### src/rtl/vga_timing_gen_if.sv
// Raster bundle from the VGA timing generator to the draw/colorize
// stages and the VGA connector.
interface vga_timing_gen_if;
  logic       pix_tick;
  logic [9:0] horz;
  logic [9:0] vert;
  logic       hsync;
  logic       vsync;
  logic       video_on;
  logic       frame_start;

  modport master (
    output pix_tick,
    output horz,
    output vert,
    output hsync,
    output vsync,
    output video_on,
    output frame_start
  );

  modport slave (
    input pix_tick,
    input horz,
    input vert,
    input hsync,
    input vsync,
    input video_on,
    input frame_start
  );
endinterface

### src/rtl/vga_timing_gen.sv
// 640x480@60 raster timing: pixel-rate enable, scan position,
// syncs and blanking, all registered off one state update.
module vga_timing_gen #(
  parameter int H_VISIBLE   = 640,
  parameter int H_FRONT     = 16,
  parameter int H_SYNC      = 96,
  parameter int H_BACK      = 48,
  parameter int V_VISIBLE   = 480,
  parameter int V_FRONT     = 10,
  parameter int V_SYNC      = 2,
  parameter int V_BACK      = 33,
  parameter int CLK_DIV     = 4,
  parameter bit SYNC_ACTIVE = 1'b0
) (
  input  logic       clk,
  input  logic       reset,
  vga_timing_gen_if.master vga
);

  localparam int H_TOTAL =
    H_VISIBLE + H_FRONT + H_SYNC + H_BACK;
  localparam int V_TOTAL =
    V_VISIBLE + V_FRONT + V_SYNC + V_BACK;

  localparam logic [9:0] H_LAST = 10'(H_TOTAL - 1);
  localparam logic [9:0] V_LAST = 10'(V_TOTAL - 1);

  // 11-bit bounds so a sync window ending at 1024 still compares.
  localparam logic [10:0] H_VIS  = 11'(H_VISIBLE);
  localparam logic [10:0] V_VIS  = 11'(V_VISIBLE);
  localparam logic [10:0] HS_BEG = 11'(H_VISIBLE + H_FRONT);
  localparam logic [10:0] HS_END =
    11'(H_VISIBLE + H_FRONT + H_SYNC);
  localparam logic [10:0] VS_BEG = 11'(V_VISIBLE + V_FRONT);
  localparam logic [10:0] VS_END =
    11'(V_VISIBLE + V_FRONT + V_SYNC);

  localparam logic [3:0] DIV_LAST = 4'(CLK_DIV - 1);

  localparam logic SYNC_ON  = SYNC_ACTIVE;
  localparam logic SYNC_OFF = ~SYNC_ACTIVE;

  logic [3:0] div_q, div_d;
  logic [9:0] horz_q, horz_d;
  logic [9:0] vert_q, vert_d;
  logic       hs_q, hs_d;
  logic       vs_q, vs_d;
  logic       vo_q, vo_d;
  logic       fs_q, fs_d;

  logic       tick;
  logic       h_wrap;
  logic       v_wrap;
  logic [10:0] h_ext;
  logic [10:0] v_ext;

  assign tick   = (div_q == DIV_LAST);
  assign h_wrap = (horz_q == H_LAST);
  assign v_wrap = (vert_q == V_LAST);
  assign h_ext  = {1'b0, horz_d};
  assign v_ext  = {1'b0, vert_d};

  always_comb begin
    div_d  = div_q + 4'd1;
    horz_d = horz_q;
    vert_d = vert_q;
    hs_d   = hs_q;
    vs_d   = vs_q;
    vo_d   = vo_q;
    fs_d   = 1'b0;

    if (tick) begin
      div_d = '0;

      if (h_wrap) begin
        horz_d = '0;
        vert_d = v_wrap ? '0 : vert_q + 10'd1;
      end else begin
        horz_d = horz_q + 10'd1;
      end

      // Decoded from the new position so syncs track coordinates.
      hs_d = (h_ext >= HS_BEG && h_ext < HS_END)
           ? SYNC_ON : SYNC_OFF;
      vs_d = (v_ext >= VS_BEG && v_ext < VS_END)
           ? SYNC_ON : SYNC_OFF;
      vo_d = (h_ext < H_VIS) && (v_ext < V_VIS);
      fs_d = h_wrap && v_wrap;
    end
  end

  always_ff @(posedge clk) begin
    if (reset) begin
      div_q  <= '0;
      horz_q <= H_LAST;
      vert_q <= V_LAST;
      hs_q   <= SYNC_OFF;
      vs_q   <= SYNC_OFF;
      vo_q   <= 1'b0;
      fs_q   <= 1'b0;
    end else begin
      div_q  <= div_d;
      horz_q <= horz_d;
      vert_q <= vert_d;
      hs_q   <= hs_d;
      vs_q   <= vs_d;
      vo_q   <= vo_d;
      fs_q   <= fs_d;
    end
  end

  assign vga.pix_tick    = tick;
  assign vga.horz        = horz_q;
  assign vga.vert        = vert_q;
  assign vga.hsync       = hs_q;
  assign vga.vsync       = vs_q;
  assign vga.video_on    = vo_q;
  assign vga.frame_start = fs_q;

endmodule

### src/flat_wrapper.sv
// flat-port wrapper written by rule: the top's interface ports become plain ports
module vga_timing_gen_flat 
#(
  parameter int H_VISIBLE   = 640,
  parameter int H_FRONT     = 16,
  parameter int H_SYNC      = 96,
  parameter int H_BACK      = 48,
  parameter int V_VISIBLE   = 480,
  parameter int V_FRONT     = 10,
  parameter int V_SYNC      = 2,
  parameter int V_BACK      = 33,
  parameter int CLK_DIV     = 4,
  parameter bit SYNC_ACTIVE = 1'b0
)
  (clk, reset, vga_pix_tick, vga_horz, vga_vert, vga_hsync, vga_vsync, vga_video_on, vga_frame_start);
  vga_timing_gen_if vga_i ();
  input  logic clk;
  input  logic reset;
  output wire logic [$bits(vga_i.pix_tick)-1:0] vga_pix_tick;
  output wire logic [$bits(vga_i.horz)-1:0] vga_horz;
  output wire logic [$bits(vga_i.vert)-1:0] vga_vert;
  output wire logic [$bits(vga_i.hsync)-1:0] vga_hsync;
  output wire logic [$bits(vga_i.vsync)-1:0] vga_vsync;
  output wire logic [$bits(vga_i.video_on)-1:0] vga_video_on;
  output wire logic [$bits(vga_i.frame_start)-1:0] vga_frame_start;
  assign vga_pix_tick = vga_i.pix_tick;
  assign vga_horz = vga_i.horz;
  assign vga_vert = vga_i.vert;
  assign vga_hsync = vga_i.hsync;
  assign vga_vsync = vga_i.vsync;
  assign vga_video_on = vga_i.video_on;
  assign vga_frame_start = vga_i.frame_start;
  vga_timing_gen #(.H_VISIBLE(H_VISIBLE), .H_FRONT(H_FRONT), .H_SYNC(H_SYNC), .H_BACK(H_BACK), .V_VISIBLE(V_VISIBLE), .V_FRONT(V_FRONT), .V_SYNC(V_SYNC), .V_BACK(V_BACK), .CLK_DIV(CLK_DIV), .SYNC_ACTIVE(SYNC_ACTIVE)) u_core (.clk(clk), .reset(reset), .vga(vga_i));
endmodule
### config.mk
export PLATFORM = sky130hd
export DESIGN_NAME = vga_timing_gen_flat
export DESIGN_NICKNAME = d
export VERILOG_FILES = /design/src/rtl/vga_timing_gen_if.sv /design/src/rtl/vga_timing_gen.sv /design/src/flat_wrapper.sv
export SDC_FILE = /design/constraint.sdc
export NUM_CORES = 1
export LEC_CHECK = 0
export BUFFER_PORTS_ARGS = -buffer_cell sky130_fd_sc_hd__buf_4
export CAP_MARGIN = 20
export CORE_ASPECT_RATIO = 0.7
export CORE_MARGIN = 3
export CORE_UTILIZATION = 45
export DETAILED_ROUTE_END_ITERATION = 8
export GPL_TIMING_DRIVEN = 0
export PLACE_DENSITY_LB_ADDON = 0.15
export SYNTH_ARGS = -nofsm -noshare
export SYNTH_HDL_FRONTEND = slang
export SYNTH_SLANG_ARGS = --single-unit
### constraint.sdc
create_clock -name clk -period 4.5 [get_ports clk]
set_clock_uncertainty 0.15 [all_clocks]
set_input_delay 0.9 -clock clk [delete_from_list [all_inputs] [get_ports clk]]
set_output_delay 0.9 -clock clk [all_outputs]
set_load 0.005 [all_outputs]
==> impl_metrics.env, run 1 <==
export IMPL_synth_enable_flop_cells=0
export IMPL_antenna_found_initial=0
export IMPL_path_clk_slew_ns=0.10
export IMPL_cts_resized=0
export IMPL_drt_initial_drc_count=125
export IMPL_die_area_um2=4240
export IMPL_crit_cells=6
export IMPL_numPortBuffers=25
export IMPL_avgSynthCellArea_um2=8.61
export IMPL_synth_main_ff_cell="dfxtp_1"
export IMPL_critPathKind="register to output port"
export IMPL_cp_required_ns=3.45
export IMPL_crit_family="buffers and inverters"
export IMPL_min_path_cells=1
export IMPL_cp_end_kind="output port"
export IMPL_slew_viol_final=0
export IMPL_dp_cells=254
export IMPL_cp_arrival_ns=2.08
export IMPL_drc=0
export IMPL_overflow=0
export IMPL_status="finished, final reports clean"
export IMPL_drv_cap=0
export IMPL_wl_met2_um=1780
export IMPL_start_util_pct=48.5
export IMPL_synth_fp_nets=188
export IMPL_setup_violations=0
export IMPL_clock_sinks=28
export IMPL_grt_pass1_wl_um=6800
export IMPL_grt_max_degree=16
export IMPL_powerDensity_nw_per_um2=296
export IMPL_routed_wl_um=4000
export IMPL_ir_drop_mv=0.218
export IMPL_grt_pass1_vias=1401
export IMPL_fin_tns_setup_ns=0
export IMPL_postLayoutCellArea_um2=1870
export IMPL_ys_warn_count=0
export IMPL_drt_vias_per_instance=5.84
export IMPL_syn_inst=182
export IMPL_cts_tree="built"
export IMPL_ys_ff_latch=28
export IMPL_period_needed_ns=3.13
export IMPL_clockBufferDepth=2
export IMPL_cp_start_kind="register"
export IMPL_fin_crit_sh_pct=69.6
export IMPL_pin_count=27
export IMPL_tightest_slew_ns=0.564
export IMPL_synth_area_um2=1570
export IMPL_hold_buffers=0
export IMPL_die_x_um=76.5
export IMPL_finalHoldViolCount=0
export IMPL_place_area_um2=1810
export IMPL_slowest_delay_ns=0.42
export IMPL_cts_root_buf="clkbuf_8"
export IMPL_first_pass_iters=4
export IMPL_seq_area_frac_synth_pct=35.8
export IMPL_ant_nets=0
export IMPL_fmax_mhz=319
export IMPL_vias=1506
export IMPL_post_cts_buffers=0
export IMPL_slowest_stage="clkbuf_1"
export IMPL_layout_commonest_cell="dfxtp_1"
export IMPL_crit_buf_inv=4
export IMPL_syn_to_final_growth_pct=19.2
export IMPL_avgRoutedWirePerCell_um=15.5
export IMPL_met3_length_um=247
export IMPL_path_max_fanout=10
export IMPL_clkLatencyLatePin_ns=0.28
export IMPL_ys_async_sr_fraction_pct=0
export IMPL_fin_nets=218
export IMPL_core_region_area_um2=3230
export IMPL_wl_met1_um=1930
export IMPL_cts_made_buffers=3
export IMPL_cts_htree_levels=1
export IMPL_chipHeight_um=55.4
export IMPL_path_cells="ha_1 -> or3b_1 -> buf_6 -> clkinv_8 -> clkbuf_1 -> buf_4"
export IMPL_rows=17
export IMPL_layout_common_cells="28 x dfxtp_1, 25 x buf_4, 15 x nand2_1"
export IMPL_n_antenna_cell=0
export IMPL_gp_congestion=0.846
export IMPL_instances_no_fill=258
export IMPL_top_layer="met4"
export IMPL_hpwl_um=2970
export IMPL_r2r_cells=10
export IMPL_grt_setup_unrepaired="false"
export IMPL_drive_above_1_share_pct=19.4
export IMPL_p_leak_nw=0.728
export IMPL_synthDistinctLibCells=50
export IMPL_track_usage_pct=19.8
export IMPL_nFillCells=297
export IMPL_slew_headroom_pct=62.1
export IMPL_holdCritPathClass="register to register"
## final timing paths
kind	slack, ns	to	from
worst max-delay path	1.37	vga_pix_tick	u_core.div_q[0]
worst max register to register	1.89	u_core.vga.vsync	u_core.div_q[0]
worst min-delay path	0.32	u_core.div_q[0]	u_core.div_q[0]
worst min register to register	0.32	u_core.div_q[0]	u_core.div_q[0]
## cell usage after synthesis (2+ instances only)
cell type  number  share of area (%)
dfxtp_1        28                 36
nand2_1        15                3.6
nor2_1         12                2.9
a21oi_1        11                3.5
nand3_1        11                3.5
o21ai_0        10                3.2
clkbuf_1        7                1.7
inv_1           6                1.4
and3_1          5                2.0
nand4_1         5                2.0
nor3_1          5                1.6
xor2_1          5                2.8
and4_1          4                2.2
ha_1            4                3.2
nand2b_1        4                1.6
buf_6           3                2.2
o21a_1          3                1.4
or3_1           3                1.2
xnor2_1         3                1.7
a211oi_1        2               0.96
and2_1          2               0.80
nand3b_1        2               0.96
nor2b_1         2               0.80
nor4_1          2               0.80
nor4_4          2                2.7
o311ai_0        2                1.1
## area by class of cell
| cell class | instances | area [um2] | share of cell area [%] |
|---|---|---|---|
| multi-input cells | 135 | 898 | 48.1 |
| well taps | 47 | 58.8 | 3.15 |
| plain buffers | 12 | 68.8 | 3.68 |
| inverters | 7 | 38.8 | 2.08 |
| repair buffers | 25 | 188 | 10.0 |
| flip-flops and latches | 28 | 561 | 30.0 |
| clock buffers | 4 | 55.1 | 2.95 |
## sequential cells by signal, indices dropped and copies added (netlist names)
name and cells:
u_core.vga.hsync 1, u_core.vga.vsync 1, u_core.div_q 4, u_core.vga.video_on 1
u_core.vga.horz 10, u_core.vga.frame_start 1, u_core.vga.vert 10
## worst register-to-register path, delay by kind of cell (launching register included)
kind            cells  cell delay [ns]
simple gates        4             1.17
buf+inv             3             0.38
flops               1             0.37
compound gates      2             0.22
fa+ha+maj           1             0.19
## stage by stage
stage	util [%]	setup WS [ns]	hold slack, ns	total power [mW]
finish	57.8	1.37	0.318	0.552
detailed placement	56.1	1.70	0.307	0.397
floorplan	-	2.13	0.283	0.358
global route	57.8	1.23	0.345	0.581
global placement	56.1	1.74	0.301	0.392
CTS	57.8	1.37	0.322	0.554
## power by group
| part | switching (mW) | internal, mW |
|---|---|---|
| registers | 0.0113 | 0.259 |
| clock network | 0.0816 | 0.0785 |
| logic | 0.0729 | 0.0494 |
| total | 0.166 | 0.387 |
## cell families (layout without fill, tap and decap cells)
family | count (synthesis) | count (layout) | synth area share (%)
XOR/XNOR | 8 | 8 | 4.47
AND/OR/NAND/NOR | 81 | 81 | 31.2
multiplexers | 1 | 1 | 0.639
flip-flops | 28 | 28 | 35.8
AO/OA/AOI/OAI | 41 | 41 | 17.8
buffers and inverters | 19 | 48 | 6.87
adder cells (fa/ha/maj) | 4 | 4 | 3.20
## routing by layer
layer | track usage, % | vias up
met5 | 0 | -
met4 | 5.68 | 0
met3 | 5.05 | 9
met2 | 29.9 | 49
met1 | 27.7 | 726
li1 | - | 722
Power figures use the tool's default switching activity.
==> run 2, diff against run 1 <==
Settings changed: ABC_AREA from default to 1.
Clock period 4.5 ns to 3.3 ns, I/O delays scaled along.
==> run 2 against run 1 <==
Against the previous run: core utilization up 1.9 points; via count up 4.6%; final cell count grew 28%; final area increased by 6.8%; worst hold slack got worse by 0.016 ns; sequential power up 39%; synthesized cell count up 39%; sequential cell count is the same; critical path type unchanged; largest power group unchanged; critical path depth shrank 1; global-route usage down 1.8 points; worst setup slack worse by 0.38 ns.
==> impl_metrics.env, run 2 <==
export IMPL_status="finished, final reports clean"
export IMPL_start_util_pct=50.0
export IMPL_core_region_area_um2=3340
export IMPL_setup_violations=0
export IMPL_path_max_fanout=10
export IMPL_drt_vias_per_instance=4.78
export IMPL_period_needed_ns=2.31
export IMPL_fin_tns_setup_ns=0
export IMPL_synth_main_ff_cell="dfxtp_1"
export IMPL_syn_inst=253
export IMPL_slew_viol_final=0
export IMPL_cts_htree_levels=1
export IMPL_slowest_delay_ns=0.36
export IMPL_cp_required_ns=2.49
export IMPL_cp_start_kind="register"
export IMPL_numPortBuffers=26
export IMPL_fin_nets=290
export IMPL_drc=0
export IMPL_cts_resized=0
export IMPL_slew_headroom_pct=66.1
export IMPL_first_pass_iters=4
export IMPL_drive_above_1_share_pct=23.7
export IMPL_vias=1576
export IMPL_drv_cap=0
export IMPL_grt_pass1_vias=1379
export IMPL_synth_area_um2=1670
export IMPL_synthTopCellsByArea="dfxtp_1 34%, nand2_1 15%, nor2_1 8.3%, inv_1 7.6%, nand3_1 6.0%"
export IMPL_path_clk_slew_ns=0.10
export IMPL_critPathKind="register to output port"
export IMPL_fmax_mhz=433
export IMPL_post_cts_buffers=0
export IMPL_ys_warn_count=0
export IMPL_p_leak_nw=1.03
export IMPL_avgRoutedWirePerCell_um=11.5
export IMPL_slowest_stage="dfxtp_1"
export IMPL_cp_end_kind="output port"
export IMPL_drt_initial_drc_count=154
export IMPL_clock_sinks=28
export IMPL_synthDistinctLibCells=29
export IMPL_layout_commonest_cell="nand2_1"
export IMPL_ir_drop_mv=0.299
export IMPL_overflow=0
export IMPL_ys_async_sr_fraction_pct=0
export IMPL_path_cells="ha_1 -> nand2_2 -> nor2_4 -> buf_2 -> buf_4"
export IMPL_routed_wl_um=3790
export IMPL_yosys_area_top_type="dfxtp_1"
export IMPL_avgSynthCellArea_um2=6.60
export IMPL_finalHoldViolCount=0
export IMPL_rows=17
export IMPL_cts_root_buf="clkbuf_8"
export IMPL_synth_fp_nets=259
export IMPL_grt_max_degree=17
export IMPL_cts_tree="built"
export IMPL_holdWs_ns=0.302
export IMPL_holdCritPathClass="register to register"
export IMPL_tightest_slew_ns=0.508
export IMPL_die_x_um=78.8
export IMPL_antenna_found_initial=0
export IMPL_ant_nets=0
export IMPL_fin_crit_sh_pct=70.0
export IMPL_grt_setup_unrepaired="false"
export IMPL_layout_common_cells="65 x nand2_1, 37 x nor2_1, 34 x inv_1"
export IMPL_grt_pass1_wl_um=6440
export IMPL_gp_congestion=0.929
export IMPL_powerDensity_nw_per_um2=426
export IMPL_synth_enable_flop_cells=0
export IMPL_r2r_slack_ns=1.25
export IMPL_synth_most_common_cell="nand2_1"
export IMPL_synth_common_cells="65 x nand2_1, 37 x nor2_1, 34 x inv_1"
export IMPL_netlist_area_leader_share_pct=33.6
export IMPL_clockBufferDepth=2
export IMPL_chipHeight_um=57.0
export IMPL_ys_ff_latch=28
export IMPL_track_usage_pct=18.0
export IMPL_syn_to_final_growth_pct=19.5
export IMPL_hpwl_um=3000
export IMPL_cp_arrival_ns=1.50
export IMPL_pin_count=27
export IMPL_n_antenna_cell=0
export IMPL_hold_buffers=0
export IMPL_cts_made_buffers=3
export IMPL_clkLatencyLatePin_ns=0.28
export IMPL_seq_area_frac_synth_pct=33.6
export IMPL_die_area_um2=4490
==> run 2: report_power, final <==
part / leakage, nW / switching (mW) / internal [mW]
Clock: 0.0357 / 0.108 / 0.163
Sequential: 0.227 / 0.0205 / 0.355
Combinational: 0.767 / 0.132 / 0.0712
==> run 2: critical path: cells and delay by family, from the launching register on <==
family | cells | cell delay [ns]
buffers and inverters | 2 | 0.43
DFF | 1 | 0.36
adders and majority gates | 1 | 0.22
and+or+nand+nor | 2 | 0.21
==> run 2: cells by family after synthesis <==
logic type	after synthesis	synth area share [%]
DFF	28	33.6
and+or+nand+nor	157	45.9
AOI/OAI and AO/OA	17	6.00
buffers and inverters	44	9.97
adders and majority gates	4	3.00
xor gates and xnor gates	3	1.57
==> run 2: final cells by class <==
type | instances | area [um2]
tap | 47 | 58.8
timing repair buffer | 26 | 195
multi-input combinational | 181 | 942
clock buffer | 3 | 41.3
fill | 323 | 1350
buffer | 2 | 8.76
clock inverter | 1 | 30.0
sequential | 28 | 561
inverter | 42 | 158
==> run 2: per-stage QoR <==
stage               utilization, %  setup WS (ns)  instances  instance area [um2]  power, mW
finish                        59.7          0.988        330                 1990      0.849
global route                  59.7          0.855        330                 1990      0.899
global placement              57.6           1.25        326                 1920      0.583
detailed placement            57.6           1.27        326                 1920      0.586
CTS                           59.7          0.975        330                 1990      0.858
floorplan                        -           1.54        253                 1670      0.527
==> run 2: path summary, 6_finish.rpt <==
| kind | to | startpoint | cells after the start |
|---|---|---|---|
| worst max-delay path | vga_pix_tick | u_core.div_q[0] | 5 |
| worst min-delay path | u_core.div_q[0] | u_core.div_q[0] | 1 |
| worst max register to register | u_core.vga.vsync | u_core.vga.horz[0] | 12 |
| worst min register to register | u_core.div_q[0] | u_core.div_q[0] | 1 |
==> run 2: routing by layer <==
metal | wire (um) | track usage [%] | part of all wire (%) | vias up
li1 | - | - | - | 853
met1 | 2050 | 28.3 | 54 | 679
met2 | 1450 | 25.6 | 38 | 42
met3 | 276 | 3.31 | 7.3 | 2
met4 | 17 | 2.99 | 0.45 | 0
met5 | 0 | 0 | 0 | -
==> run 3, diff against run 2 <==
Clock period 3.3 ns to 2.1 ns, I/O delays scaled along.
==> run 3 against run 2 <==
Against the previous run: core utilization grew 1.3 points; sequential cell count is the same; worst hold slack gained 0.016 ns; routed wire length grew 2.7%; final cell count grew 1.2%; non-clock buffer count grew 4.
==> impl_metrics.env, run 3 (synthesis gave the netlist of run 2 again) <==
export IMPL_status="finished, final reports clean"
export IMPL_track_usage_pct=18.0
export IMPL_grt_pass1_wl_um=6440
export IMPL_setup_violations=0
export IMPL_fin_tns_setup_ns=0
export IMPL_powerDensity_nw_per_um2=675
export IMPL_r2r_end="u_core.vga.vsync"
export IMPL_fin_crit_sh_pct=94.3
export IMPL_ir_drop_mv=0.509
export IMPL_vias=1612
export IMPL_cp_arrival_ns=1.41
export IMPL_die_area_um2=4490
export IMPL_drv_cap=0
export IMPL_fmax_mhz=505
export IMPL_clock_sinks=28
export IMPL_crit_end="vga_pix_tick"
export IMPL_postLayoutCellArea_um2=2040
export IMPL_path_clk_slew_ns=0.10
export IMPL_hold_buffers=0
export IMPL_clockBufferDepth=2
export IMPL_hpwl_um=3000
export IMPL_r2r_slack_ns=0.13
export IMPL_cp_start_kind="register"
export IMPL_cts_tree="built"
export IMPL_layout_commonest_cell="nand2_1"
export IMPL_routed_wl_um=3900
export IMPL_grt_pass1_vias=1379
export IMPL_ff_latch_area_um2=563
export IMPL_drc=0
export IMPL_cts_htree_levels=1
export IMPL_gp_congestion=0.929
export IMPL_critPathKind="register to output port"
export IMPL_grt_max_degree=17
export IMPL_cp_required_ns=1.53
export IMPL_ant_nets=0
export IMPL_fin_util_pct=61.1
export IMPL_hold_path_startpoint="u_core.div_q[0]"
export IMPL_power_mw=1.38
export IMPL_path_max_fanout=10
export IMPL_multiInputGateArea_um2=952
export IMPL_cts_root_buf="clkbuf_8"
export IMPL_overflow=0
export IMPL_r2r_cells=12
export IMPL_core_region_area_um2=3340
export IMPL_holdCritPathClass="register to register"
export IMPL_period_needed_ns=1.98
export IMPL_min_path_cells=1
export IMPL_first_pass_iters=4
export IMPL_drt_initial_drc_count=140
export IMPL_slew_headroom_pct=66.6
export IMPL_fin_nets=294
export IMPL_tightest_slew_ns=0.500
export IMPL_p_leak_nw=1.05
export IMPL_avgRoutedWirePerCell_um=11.7
export IMPL_drt_vias_per_instance=4.83
export IMPL_antenna_found_initial=0
export IMPL_critPathLaunch="u_core.div_q[0]"
export IMPL_start_util_pct=50.0
export IMPL_layout_common_cells="65 x nand2_1, 36 x nor2_1, 34 x inv_1"
export IMPL_die_x_um=78.8
export IMPL_n_antenna_cell=0
export IMPL_slew_viol_final=0
export IMPL_cp_end_kind="output port"
export IMPL_finalHoldViolCount=0
export IMPL_nFillCells=324
export IMPL_drive_above_1_share_pct=26.1
export IMPL_place_area_um2=1920
export IMPL_clkLatencyLatePin_ns=0.28
export IMPL_rows=17
export IMPL_holdWs_ns=0.317
export IMPL_cts_made_buffers=3
export IMPL_pin_count=27
export IMPL_chipHeight_um=57.0
export IMPL_r2r_start="u_core.div_q[0]"
export IMPL_syn_to_final_growth_pct=22.2
export IMPL_numPortBuffers=26
==> run 3: cell types whose count changed in the layout (fill, tap and decap cells not counted), sizes merged <==
cell,before,now
buf,27,31
==> run 3: timing repair <==
| item | CTS | global route |
|---|---|---|
| endpoints found under the setup margin | 0 | 4 |
| buffers inserted | 0 | 4 |
| resized for setup | 0 | 7 |
==> run 3: worst min-delay path by stage <==
stage | endpoint | slack [ns]
final | u_core.div_q[0] | 0.32
after global routing | u_core.div_q[0] | 0.33
after CTS | u_core.div_q[0] | 0.30
after detailed placement | u_core.div_q[0] | 0.29
after global placement | u_core.div_q[0] | 0.28
after floorplan | u_core.div_q[0] | 0.27
==> run 3: per-stage QoR <==
| step | instances | setup slack (ns) |
|---|---|---|
| global route | 334 | -0.00475 |
| detailed placement | 326 | 0.0821 |
| global placement | 326 | 0.114 |
| floorplan | 253 | 0.343 |
| finish | 334 | 0.119 |
| CTS | 330 | 0.0146 |
==> run 3: final cells by class <==
| class | instances | area share, % |
|---|---|---|
| multi-input cells | 181 | 46.7 |
| flip-flops and latches | 28 | 27.6 |
| repair buffers | 30 | 11.0 |
| inverters | 42 | 7.73 |
| well taps | 47 | 2.88 |
| clock buffers | 3 | 2.02 |
| clock inverters | 1 | 1.47 |
| plain buffers | 2 | 0.552 |
==> run 3: where the power goes <==
part,internal [mW],leakage (nW),total (mW),switching [mW]
registers,0.559,0.226,0.592,0.0326
logic,0.139,0.784,0.355,0.216
clock network,0.255,0.0357,0.429,0.173
total,0.954,1.05,1.38,0.422
==> run 3: layer usage <==
layer	vias to the layer above	global-route usage, %	wire (um)
met5	-	0	0
met4	0	2.99	26
met3	5	3.31	317
met2	49	25.6	1530
met1	698	28.3	2020
li1	860	-	-
==> run 3: worst max-delay path: stages (launching register included) <==
cell	delay, ns
dfxtp_1	0.37
ha_2	0.22
nand2_2	0.08
nor2_4	0.13
buf_4	0.21
buf_4	0.13
